[config.mk]
export PLATFORM = sky130hd
export DESIGN_NAME = cpu_bus_arb_flat
export DESIGN_NICKNAME = d
export VERILOG_FILES = /design/src/rtl/cpu_bus_arb_if.sv /design/src/rtl/cpu_bus_arb.sv /design/src/flat_wrapper.sv
export SDC_FILE = /design/constraint.sdc
export NUM_CORES = 1
export LEC_CHECK = 0
export CAP_MARGIN = 10
export CORE_MARGIN = 2
export CORE_UTILIZATION = 39
export CTS_BUF_LIST = sky130_fd_sc_hd__clkbuf_4 sky130_fd_sc_hd__clkbuf_8
export CTS_CLUSTER_DIAMETER = 150
export DETAILED_ROUTE_END_ITERATION = 6
export PLACE_DENSITY = 0.82
export RECOVER_POWER = 25
export SLEW_MARGIN = 10
export SYNTH_ARGS = -nofsm -noshare
export SYNTH_HDL_FRONTEND = slang
export SYNTH_SLANG_ARGS = --single-unit
[constraint.sdc]
create_clock -name clk_i -period 1.7 [get_ports clk_i]
set_input_delay 0.255 -clock clk_i [delete_from_list [all_inputs] [get_ports clk_i]]
set_output_delay 0.255 -clock clk_i [all_outputs]
set_load 0.05 [all_outputs]
[src/rtl/cpu_bus_arb_if.sv]
// rtl/cpu_bus_arb_if.sv - channel and bus signal bundle for cpu_bus_arb
interface cpu_bus_arb_if #(
    parameter int NCH    = 2,
    parameter int ADDR_W = 30,
    parameter int DATA_W = 32
);
    logic [NCH-1:0]        ch_req;
    logic [NCH-1:0]        ch_rw;
    logic [NCH*ADDR_W-1:0] ch_addr;
    logic [NCH*DATA_W-1:0] ch_wr_data;
    logic [NCH*DATA_W-1:0] ch_rd_data;
    logic [NCH-1:0]        ch_busy;
    logic [NCH-1:0]        ch_done;
    logic [NCH-1:0]        ch_err;
    logic                  bus_req_;
    logic                  bus_as_;
    logic                  bus_grnt_;
    logic                  bus_rdy_;
    logic [ADDR_W-1:0]     bus_addr;
    logic                  bus_rw;
    logic [DATA_W-1:0]     bus_wr_data;
    logic [DATA_W-1:0]     bus_rd_data;

    // master is the arbiter's view; slave is the pipeline channels plus the bus
    modport master (
        input  ch_req, ch_rw, ch_addr, ch_wr_data, bus_grnt_, bus_rdy_, bus_rd_data,
        output ch_rd_data, ch_busy, ch_done, ch_err,
        output bus_req_, bus_as_, bus_addr, bus_rw, bus_wr_data
    );

    modport slave (
        output ch_req, ch_rw, ch_addr, ch_wr_data, bus_grnt_, bus_rdy_, bus_rd_data,
        input  ch_rd_data, ch_busy, ch_done, ch_err,
        input  bus_req_, bus_as_, bus_addr, bus_rw, bus_wr_data
    );
endinterface

[src/rtl/cpu_bus_arb.sv]
// rtl/cpu_bus_arb.sv - round-robin arbiter of CPU pipeline channels onto one external bus
module cpu_bus_arb #(
    parameter int NCH    = 2,
    parameter int ADDR_W = 30,
    parameter int DATA_W = 32,
    parameter int TO_CYC = 255
) (
    input  logic          clk_i,
    input  logic          rst_ni,
    cpu_bus_arb_if.master arb_io
);
    localparam int          OWN_W   = $clog2(NCH);
    localparam logic [15:0] TO_LAST = 16'(TO_CYC - 1);

    typedef enum logic [1:0] {S_IDLE, S_REQ, S_ACCESS, S_DONE} state_t;

    state_t                state_q, state_d;
    logic [OWN_W-1:0]      ptr_q, ptr_d;
    logic [OWN_W-1:0]      owner_q, owner_d;
    logic [ADDR_W-1:0]     addr_q, addr_d;
    logic [DATA_W-1:0]     wdata_q, wdata_d;
    logic                  rw_q, rw_d;
    logic                  req_n_q, req_n_d;
    logic                  as_n_q, as_n_d;
    logic                  to_q, to_d;
    logic [15:0]           cnt_q, cnt_d;
    logic [NCH*DATA_W-1:0] rd_data_q, rd_data_d;
    logic [NCH-1:0]        done_q, done_d;
    logic [NCH-1:0]        err_q, err_d;
    logic                  win_found;
    logic [OWN_W-1:0]      win_idx;

    // A channel whose done pulse is still high is skipped so it cannot win twice in a row
    always_comb begin
        logic [OWN_W-1:0] cand;
        win_found = 1'b0;
        win_idx   = '0;
        cand      = '0;
        for (int k = 1; k <= NCH; k++) begin
            cand = OWN_W'((int'(ptr_q) + k) % NCH);
            if (!win_found && arb_io.ch_req[cand] && !done_q[cand]) begin
                win_found = 1'b1;
                win_idx   = cand;
            end
        end
    end

    always_comb begin
        state_d   = state_q;
        ptr_d     = ptr_q;
        owner_d   = owner_q;
        addr_d    = addr_q;
        wdata_d   = wdata_q;
        rw_d      = rw_q;
        req_n_d   = req_n_q;
        as_n_d    = 1'b1;
        to_d      = to_q;
        cnt_d     = cnt_q;
        rd_data_d = rd_data_q;
        done_d    = '0;
        err_d     = '0;
        unique case (state_q)
            S_IDLE: begin
                if (win_found) begin
                    owner_d = win_idx;
                    addr_d  = arb_io.ch_addr[win_idx*ADDR_W +: ADDR_W];
                    wdata_d = arb_io.ch_wr_data[win_idx*DATA_W +: DATA_W];
                    rw_d    = arb_io.ch_rw[win_idx];
                    req_n_d = 1'b0;
                    to_d    = 1'b0;
                    state_d = S_REQ;
                end
            end
            S_REQ: begin
                if (!arb_io.ch_req[owner_q]) begin
                    req_n_d = 1'b1;
                    rw_d    = 1'b1;
                    state_d = S_IDLE;
                end else if (!arb_io.bus_grnt_) begin
                    as_n_d  = 1'b0;
                    cnt_d   = 16'd1;
                    state_d = S_ACCESS;
                end
            end
            S_ACCESS: begin
                // Counter already holds 1 for the strobe cycle, so it tracks cycles since grant
                cnt_d = cnt_q + 16'd1;
                if (!arb_io.bus_rdy_) begin
                    if (rw_q) begin
                        rd_data_d[owner_q*DATA_W +: DATA_W] = arb_io.bus_rd_data;
                    end
                    state_d = S_DONE;
                end else if (cnt_q >= TO_LAST) begin
                    if (rw_q) begin
                        rd_data_d[owner_q*DATA_W +: DATA_W] = '0;
                    end
                    to_d    = 1'b1;
                    state_d = S_DONE;
                end
            end
            S_DONE: begin
                done_d[owner_q] = 1'b1;
                err_d[owner_q]  = to_q;
                req_n_d         = 1'b1;
                rw_d            = 1'b1;
                ptr_d           = owner_q;
                cnt_d           = '0;
                to_d            = 1'b0;
                state_d         = S_IDLE;
            end
            default: state_d = S_IDLE;
        endcase
    end

    always_ff @(posedge clk_i or negedge rst_ni) begin
        if (!rst_ni) begin
            state_q   <= S_IDLE;
            ptr_q     <= OWN_W'(NCH - 1);
            owner_q   <= '0;
            addr_q    <= '0;
            wdata_q   <= '0;
            rw_q      <= 1'b1;
            req_n_q   <= 1'b1;
            as_n_q    <= 1'b1;
            to_q      <= 1'b0;
            cnt_q     <= '0;
            rd_data_q <= '0;
            done_q    <= '0;
            err_q     <= '0;
        end else begin
            state_q   <= state_d;
            ptr_q     <= ptr_d;
            owner_q   <= owner_d;
            addr_q    <= addr_d;
            wdata_q   <= wdata_d;
            rw_q      <= rw_d;
            req_n_q   <= req_n_d;
            as_n_q    <= as_n_d;
            to_q      <= to_d;
            cnt_q     <= cnt_d;
            rd_data_q <= rd_data_d;
            done_q    <= done_d;
            err_q     <= err_d;
        end
    end

    assign arb_io.ch_busy     = arb_io.ch_req & ~done_q;
    assign arb_io.ch_done     = done_q;
    assign arb_io.ch_err      = err_q;
    assign arb_io.ch_rd_data  = rd_data_q;
    assign arb_io.bus_req_    = req_n_q;
    assign arb_io.bus_as_     = as_n_q;
    assign arb_io.bus_addr    = addr_q;
    assign arb_io.bus_rw      = rw_q;
    assign arb_io.bus_wr_data = wdata_q;
endmodule
[src/flat_wrapper.sv]
// flat-port wrapper written by rule: the top's interface ports become plain ports
module cpu_bus_arb_flat 
#(
    parameter int NCH    = 2,
    parameter int ADDR_W = 30,
    parameter int DATA_W = 32,
    parameter int TO_CYC = 255
)
  (clk_i, rst_ni, arb_io_ch_req, arb_io_ch_rw, arb_io_ch_addr, arb_io_ch_wr_data, arb_io_bus_grnt_, arb_io_bus_rdy_, arb_io_bus_rd_data, arb_io_ch_rd_data, arb_io_ch_busy, arb_io_ch_done, arb_io_ch_err, arb_io_bus_req_, arb_io_bus_as_, arb_io_bus_addr, arb_io_bus_rw, arb_io_bus_wr_data);
  cpu_bus_arb_if #(.NCH(NCH), .ADDR_W(ADDR_W), .DATA_W(DATA_W)) arb_io_i ();
  input  logic clk_i;
  input  logic rst_ni;
  input wire logic [$bits(arb_io_i.ch_req)-1:0] arb_io_ch_req;
  input wire logic [$bits(arb_io_i.ch_rw)-1:0] arb_io_ch_rw;
  input wire logic [$bits(arb_io_i.ch_addr)-1:0] arb_io_ch_addr;
  input wire logic [$bits(arb_io_i.ch_wr_data)-1:0] arb_io_ch_wr_data;
  input wire logic [$bits(arb_io_i.bus_grnt_)-1:0] arb_io_bus_grnt_;
  input wire logic [$bits(arb_io_i.bus_rdy_)-1:0] arb_io_bus_rdy_;
  input wire logic [$bits(arb_io_i.bus_rd_data)-1:0] arb_io_bus_rd_data;
  output wire logic [$bits(arb_io_i.ch_rd_data)-1:0] arb_io_ch_rd_data;
  output wire logic [$bits(arb_io_i.ch_busy)-1:0] arb_io_ch_busy;
  output wire logic [$bits(arb_io_i.ch_done)-1:0] arb_io_ch_done;
  output wire logic [$bits(arb_io_i.ch_err)-1:0] arb_io_ch_err;
  output wire logic [$bits(arb_io_i.bus_req_)-1:0] arb_io_bus_req_;
  output wire logic [$bits(arb_io_i.bus_as_)-1:0] arb_io_bus_as_;
  output wire logic [$bits(arb_io_i.bus_addr)-1:0] arb_io_bus_addr;
  output wire logic [$bits(arb_io_i.bus_rw)-1:0] arb_io_bus_rw;
  output wire logic [$bits(arb_io_i.bus_wr_data)-1:0] arb_io_bus_wr_data;
  assign arb_io_i.ch_req = arb_io_ch_req;
  assign arb_io_i.ch_rw = arb_io_ch_rw;
  assign arb_io_i.ch_addr = arb_io_ch_addr;
  assign arb_io_i.ch_wr_data = arb_io_ch_wr_data;
  assign arb_io_i.bus_grnt_ = arb_io_bus_grnt_;
  assign arb_io_i.bus_rdy_ = arb_io_bus_rdy_;
  assign arb_io_i.bus_rd_data = arb_io_bus_rd_data;
  assign arb_io_ch_rd_data = arb_io_i.ch_rd_data;
  assign arb_io_ch_busy = arb_io_i.ch_busy;
  assign arb_io_ch_done = arb_io_i.ch_done;
  assign arb_io_ch_err = arb_io_i.ch_err;
  assign arb_io_bus_req_ = arb_io_i.bus_req_;
  assign arb_io_bus_as_ = arb_io_i.bus_as_;
  assign arb_io_bus_addr = arb_io_i.bus_addr;
  assign arb_io_bus_rw = arb_io_i.bus_rw;
  assign arb_io_bus_wr_data = arb_io_i.bus_wr_data;
  cpu_bus_arb #(.NCH(NCH), .ADDR_W(ADDR_W), .DATA_W(DATA_W), .TO_CYC(TO_CYC)) u_core (.clk_i(clk_i), .rst_ni(rst_ni), .arb_io(arb_io_i));
endmodule
-- Word-level counts from Yosys, hierarchy flattened
Index checks and enable logic that the tools add are counted.
- bits in registers: 154
- bits of input ports: 164
- word-level logic and storage cells: 109
- add/sub/neg operators: 4
- multiply operators: 1
- magnitude comparators: 6
- eq/ne operators: 13
- shifts and indexed selects: 5
- muxes and demuxes: 46
- bitwise gates (word level): 3
- reduce and logical (&&, ||, !) cells: 18
- operator list (kind ; count):
    $mux 64 ; 4
    $bwmux 64 ; 2
    $shift 32x34->64 const A ; 1
    $shiftx 32x34->64 ; 1
    $shiftx 32x34->64 const A ; 1
    $shiftx 64x7->32 ; 1
    $shiftx 60x7->30 ; 1
    $pmux 16 s3 ; 1
    $neg 6->34 ; 1
    $mux 16 ; 2
    $mux 1 ; 25
    $add 16x1->16 const B ; 1
    $ge 16x8->1 const B ; 1
    $mux 2 ; 7
    $ne 2x1->1 const B ; 5
    $pmux 1 s3 ; 3
    $reduce_and 3->1 ; 3
    $reduce_bool 3->1 ; 3
    $lt 1x2->1 const B ; 4
    $pmux 2 s4 ; 1
    $reduce_and 4->1 ; 2
    $ne 2x2->1 const B ; 3
    $mul 1x4->5 const B ; 1
    $and 2x2->2 ; 2
    other kinds (13) ; 20

-- Depth between registers and ports, before layout
Gate-level depths: netlist of the first run.
- word-level depth: 14
- mapped depth: 8

-- Worst setup path after synthesis of the first run
Ideal clock, no wire load.
- path kind: register -> register
- start: register u_core.done_q[1], in the netlist u_core.arb_io.ch_done[1]
- end: register u_core.addr_q[0], in the netlist u_core.arb_io.bus_addr[0]
- arrival: 2.300 ns
- setup slack: -0.733 ns
- stages on the path, launching flop included: 7
- buffers on the path: 2
- clock period less this slack: 2.433 ns
- path through: dfrtp_1 > nor2b_1 > a21bo_2 > buf_4 > buf_2 > mux2i_1 > o21ai_0
- longest elaborated chain between the ends: 11
- elaborated cells between the ends (all ways): 17
- RTL lines (item ; RTL line ; RTL):
    start: declaration ; cpu_bus_arb.sv:28 ; logic [NCH-1:0] done_q, done_d;
    start signal: assignment ; cpu_bus_arb.sv:142 ; done_q <= done_d;
    $mux 1 (not written as such) (2 in a row) ; cpu_bus_arb.sv:41 ; if (!win_found && arb_io.ch_req[cand] && !done_q[cand]) begin
    $logic_not 1->1 ; cpu_bus_arb.sv:41 ;
    $logic_and 1x1->1 ; cpu_bus_arb.sv:41 ;
    $mux 1 ; cpu_bus_arb.sv:41 ;
    $logic_not 1->1 ; cpu_bus_arb.sv:41 ;
    $logic_and 1x1->1 (2 in a row) ; cpu_bus_arb.sv:41 ;
    $mux 1 ; cpu_bus_arb.sv:41 ;
    $mul 1x4->5 ; cpu_bus_arb.sv:66 ; addr_d = arb_io.ch_addr[win_idx*ADDR_W +: ADDR_W];
    $shiftx 60x7->30 ; cpu_bus_arb.sv:66 ;
    end signal: assignment ; cpu_bus_arb.sv:134 ; addr_q <= addr_d;
    end: declaration ; cpu_bus_arb.sv:20 ; logic [ADDR_W-1:0] addr_q, addr_d;
Several ways; a longest one is shown, not always the timed one. The select of a mux whose other input is x is not followed.
A chain may end at the register's enable or synchronous reset.

-- Final worst setup path of the first run
- start: register u_core.cnt_q[12]
- end: register u_core.rd_data_q[30], in the netlist u_core.arb_io.ch_rd_data[30]
- longest elaborated chain between the ends: 3
- elaborated cells between the ends (all ways): 4
- RTL lines (item ; RTL line ; RTL):
    start: declaration ; cpu_bus_arb.sv:26 ; logic [15:0] cnt_q, cnt_d;
    start signal: assignment ; cpu_bus_arb.sv:140 ; cnt_q <= cnt_d;
    $ge 16x8->1 * ; cpu_bus_arb.sv:93 ; end else if (cnt_q >= TO_LAST) begin
    $ne 2x1->1 (no source line) ; n/a ;
    $reduce_and 4->1 (no source line) * ; n/a ;
    end signal: assignment ; cpu_bus_arb.sv:141 ; rd_data_q <= rd_data_d;
    end: declaration ; cpu_bus_arb.sv:27 ; logic [NCH*DATA_W-1:0] rd_data_q, rd_data_d;
Mark *: on every way between the ends. The rest lies on a longest branch, timed or not.

==> results of run 1 <==
[sequential cells by signal, summed over array words and instances, names as in the netlist, named ones only]
register / count
u_core.ptr_q: 1
u_core.arb_io.ch_err: 2
u_core.arb_io.bus_req_: 1
u_core.arb_io.bus_wr_data: 32
u_core.arb_io.ch_done: 2
u_core.state_q: 1
u_core.cnt_q: 16
u_core.arb_io.bus_addr: 30
u_core.arb_io.bus_rw: 1
u_core.arb_io.bus_as_: 1
u_core.owner_q: 1
u_core.to_q: 1
u_core.arb_io.ch_rd_data: 64
[repair_timing]
item,CTS,global route
gates cloned,2,4
hold buffers,1,0
endpoints found under the hold margin,36,0
setup endpoints to repair,34,82
pin swaps,3,12
gates resized for setup,11,32
buffers inserted,6,4
[Yosys cell counts (all sizes together) (3+ instances only)]
cell	number	share of area
and3	5	0.0046
clkbuf	24	0.013
o21ai	108	0.079
nand3	36	0.026
or4	4	0.0044
a21oi	11	0.0097
nor2	6	0.0033
buf	28	0.026
nor2b	3	0.0028
nor4	3	0.0028
dfstp	4	0.015
and2	3	0.0028
dfrtp	150	0.55
mux2i	62	0.091
nand2	77	0.042
o31ai	7	0.0097
inv	38	0.021
a32o	32	0.047
mux2	3	0.0055
nand4	3	0.0028
[worst reg2reg max path, cell delays in order, from the launching register on]
cell,delay (ns)
dfrtp_1,0.40
nor4_2,0.36
nand2_2,0.15
buf_4,0.17
o31a_4,0.34
clkbuf_16,0.20
o21ai_2,0.13
[area by class of cell]
cell class | count | area, um2
repair buffers | 372 | 3500
inverters | 38 | 143
clock buffers | 18 | 248
multi-input cells | 396 | 2720
clock inverters | 14 | 184
well taps | 225 | 282
flip-flops and latches | 154 | 3860
fillers | 1373 | 6230
[cells by family after synthesis]
family | count (synthesis) | share of synthesized area
flops | 154 | 0.565
compound gates | 180 | 0.172
buf+inv | 90 | 0.0601
xor+xnor | 1 | 0.00128
simple gates | 148 | 0.101
fa+ha+maj | 2 | 0.00367
mux | 65 | 0.0964
[worst max-delay path by stage]
| stage | depth (start not counted) | slack, ns | endpoint |
|---|---|---|---|
| floorplan | 6 | -0.07 | u_core.arb_io.bus_addr[0]$_DFFE_PN0P_ |
| global placement | 5 | -0.14 | u_core.cnt_q[15]$_DFFE_PN0P_ |
| detailed placement | 6 | -0.23 | u_core.arb_io.bus_wr_data[18]$_DFFE_PN0P_ |
| CTS | 7 | -0.08 | u_core.arb_io.ch_rd_data[59]$_DFFE_PN0P_ |
| global route | 6 | -0.21 | u_core.arb_io.ch_rd_data[27]$_DFFE_PN0P_ |
| finish | 6 | -0.12 | u_core.arb_io.ch_rd_data[30]$_DFFE_PN0P_ |
[routing by layer]
metal / GRT usage / wire [um] / vias up
li1: - / - / 2952
met1: 0.262 / 8170 / 3071
met2: 0.425 / 12000 / 264
met3: 0.0652 / 1700 / 34
met4: 0.0787 / 474 / 0
met5: 0 / 0 / -
[where the power goes]
part	total (mW)	internal [mW]	switching (mW)
logic	12.8	4.41	8.41
clock network	3.03	1.53	1.50
registers	6.27	5.26	1.01
total	22.1	11.2	10.9
==> metrics.csv, run 1 <==
metric,value,unit
status,"complete, but fails checks",
violations,setup timing,
crit_start,u_core.cnt_q[12]$_DFFE_PN0P_,
slew_headroom,0.318,
hpwl,16000,um
grt_remaining_overflow,0,
cts_max_level,4,
clock_latency,0.46,ns
clk_pin_slew,0.09,ns
synth-main-ff-cell,dfrtp_1,
power.density,2020,nW/um2
ys_async_sr_fraction,1.00,
drv_slew,0,
path_class,reg2reg,
crit_required,2.08,ns
reg2regPathDepth,6,
fp.dieW,136,um
dpl-instance-area,10200,um2
slowest_delay,0.40,ns
synth_seq_area_share,0.565,
drive_gt1_frac,0.293,
rsz0062_at_grt,yes,
grt_first_pass_wirelength,33200,um
core_area,17200,um2
whs_path_depth,3,
final_cell_mix,"180 x buf_4, 162 x clkdlybuf4s50_1, 145 x dfrtp_1, 75 x nand2_1, 75 x o21ai_0",
syn_area,6830,um2
whs,0.393,ns
fin_util,0.637,
clock_sinks,154,
hp-class,in2reg,
rr_startpoint,u_core.cnt_q[12]$_DFFE_PN0P_,
crit_buf_inv,2,
clock-root-buffer,clkbuf_8,
timing.setup.tns,-5.42,ns
tightest_slew,1.02,ns
syn_nets,806,
clock_skew,0.0132,ns
cp_data_arrival_time,2.20,ns
ant_nets,0,
drv_cap,0,
firstDrtPassIters,4,
antenna_found_initial,0,
path_cells,nor4_2 -> nand2_2 -> buf_4 -> o31a_4 -> clkbuf_16 -> o21ai_2,
cts_buffer_depth,2,
avgSynthCellArea,10.7,um2
final.min_clock_period,1.82,ns
stdcell_count,1217,
grt_max_degree,66,
setup_viol,64,
area_growth,60.3,%
crit_path_end_kind,flip-flop,
leakage,5.20,nW
synth_edf_count,0,
placed_cells,1169,
pre_cts_slack,-0.227,ns
first_iter_violations,331,
reg2reg_slack,-0.12,ns
cts_inserted_buffers,17,
hold_end,u_core.arb_io.ch_rd_data[7]$_DFFE_PN0P_,
path_delay_family,simple AND/OR/NAND/NOR gates,
total_power,22.1,mW
ir_drop,1.27,mV
die-area,18600,um2
diodes,0,
min-delay-start,arb_io_bus_rd_data[7],
vias_per_cell,5.19,
timing.final.crit_share,1.07,
final_common_cell,buf_4,
first_global_vias,6424,
start_util,0.397,
finalInstanceArea,10900,um2
synth_seq_cells,154,
ios,299,
cp_max_fo,7,
clock.fmax,549,MHz
hold_violations,0,
grt.total_usage,0.234,
worstReg2RegEnd,u_core.arb_io.ch_rd_data[30]$_DFFE_PN0P_,
slowest_stage,dfrtp_1,
start_kind,flip-flop,
wl,22300,um
ys_types,52,
setup_slack,-0.123,ns
cts_tree,yes,
fin_nets,1145,
drc,0,
die_y,136,um
vias,6321,
wl_per_cell,18.3,um
syn_inst,640,
rows,48,
gp_congestion,0.855,
numPortBuffers,298,
yosysWarningCount,0,
(Power assumes the default switching activity.)
==> run 2: changes to the inputs <==
--- a/config.mk
+++ b/config.mk
@@ -5,7 +5,7 @@
 export SDC_FILE = /design/constraint.sdc
 export NUM_CORES = 1
 export LEC_CHECK = 0
-export CAP_MARGIN = 10
+export CAP_MARGIN = 40
 export CORE_MARGIN = 2
 export CORE_UTILIZATION = 39
 export CTS_BUF_LIST = sky130_fd_sc_hd__clkbuf_4 sky130_fd_sc_hd__clkbuf_8
==> results of run 2 <==
Same layout as run 1: the final DEF is identical, and so are final timing and power.
==> run 3: changes to the inputs <==
--- a/config.mk
+++ b/config.mk
@@ -5,6 +5,7 @@
 export SDC_FILE = /design/constraint.sdc
 export NUM_CORES = 1
 export LEC_CHECK = 0
+export ABC_CLOCK_PERIOD_IN_PS = 1700
 export CAP_MARGIN = 40
 export CORE_MARGIN = 2
 export CORE_UTILIZATION = 39
==> results of run 3 <==
Same layout as run 1: the final DEF is identical, and so are final timing and power.
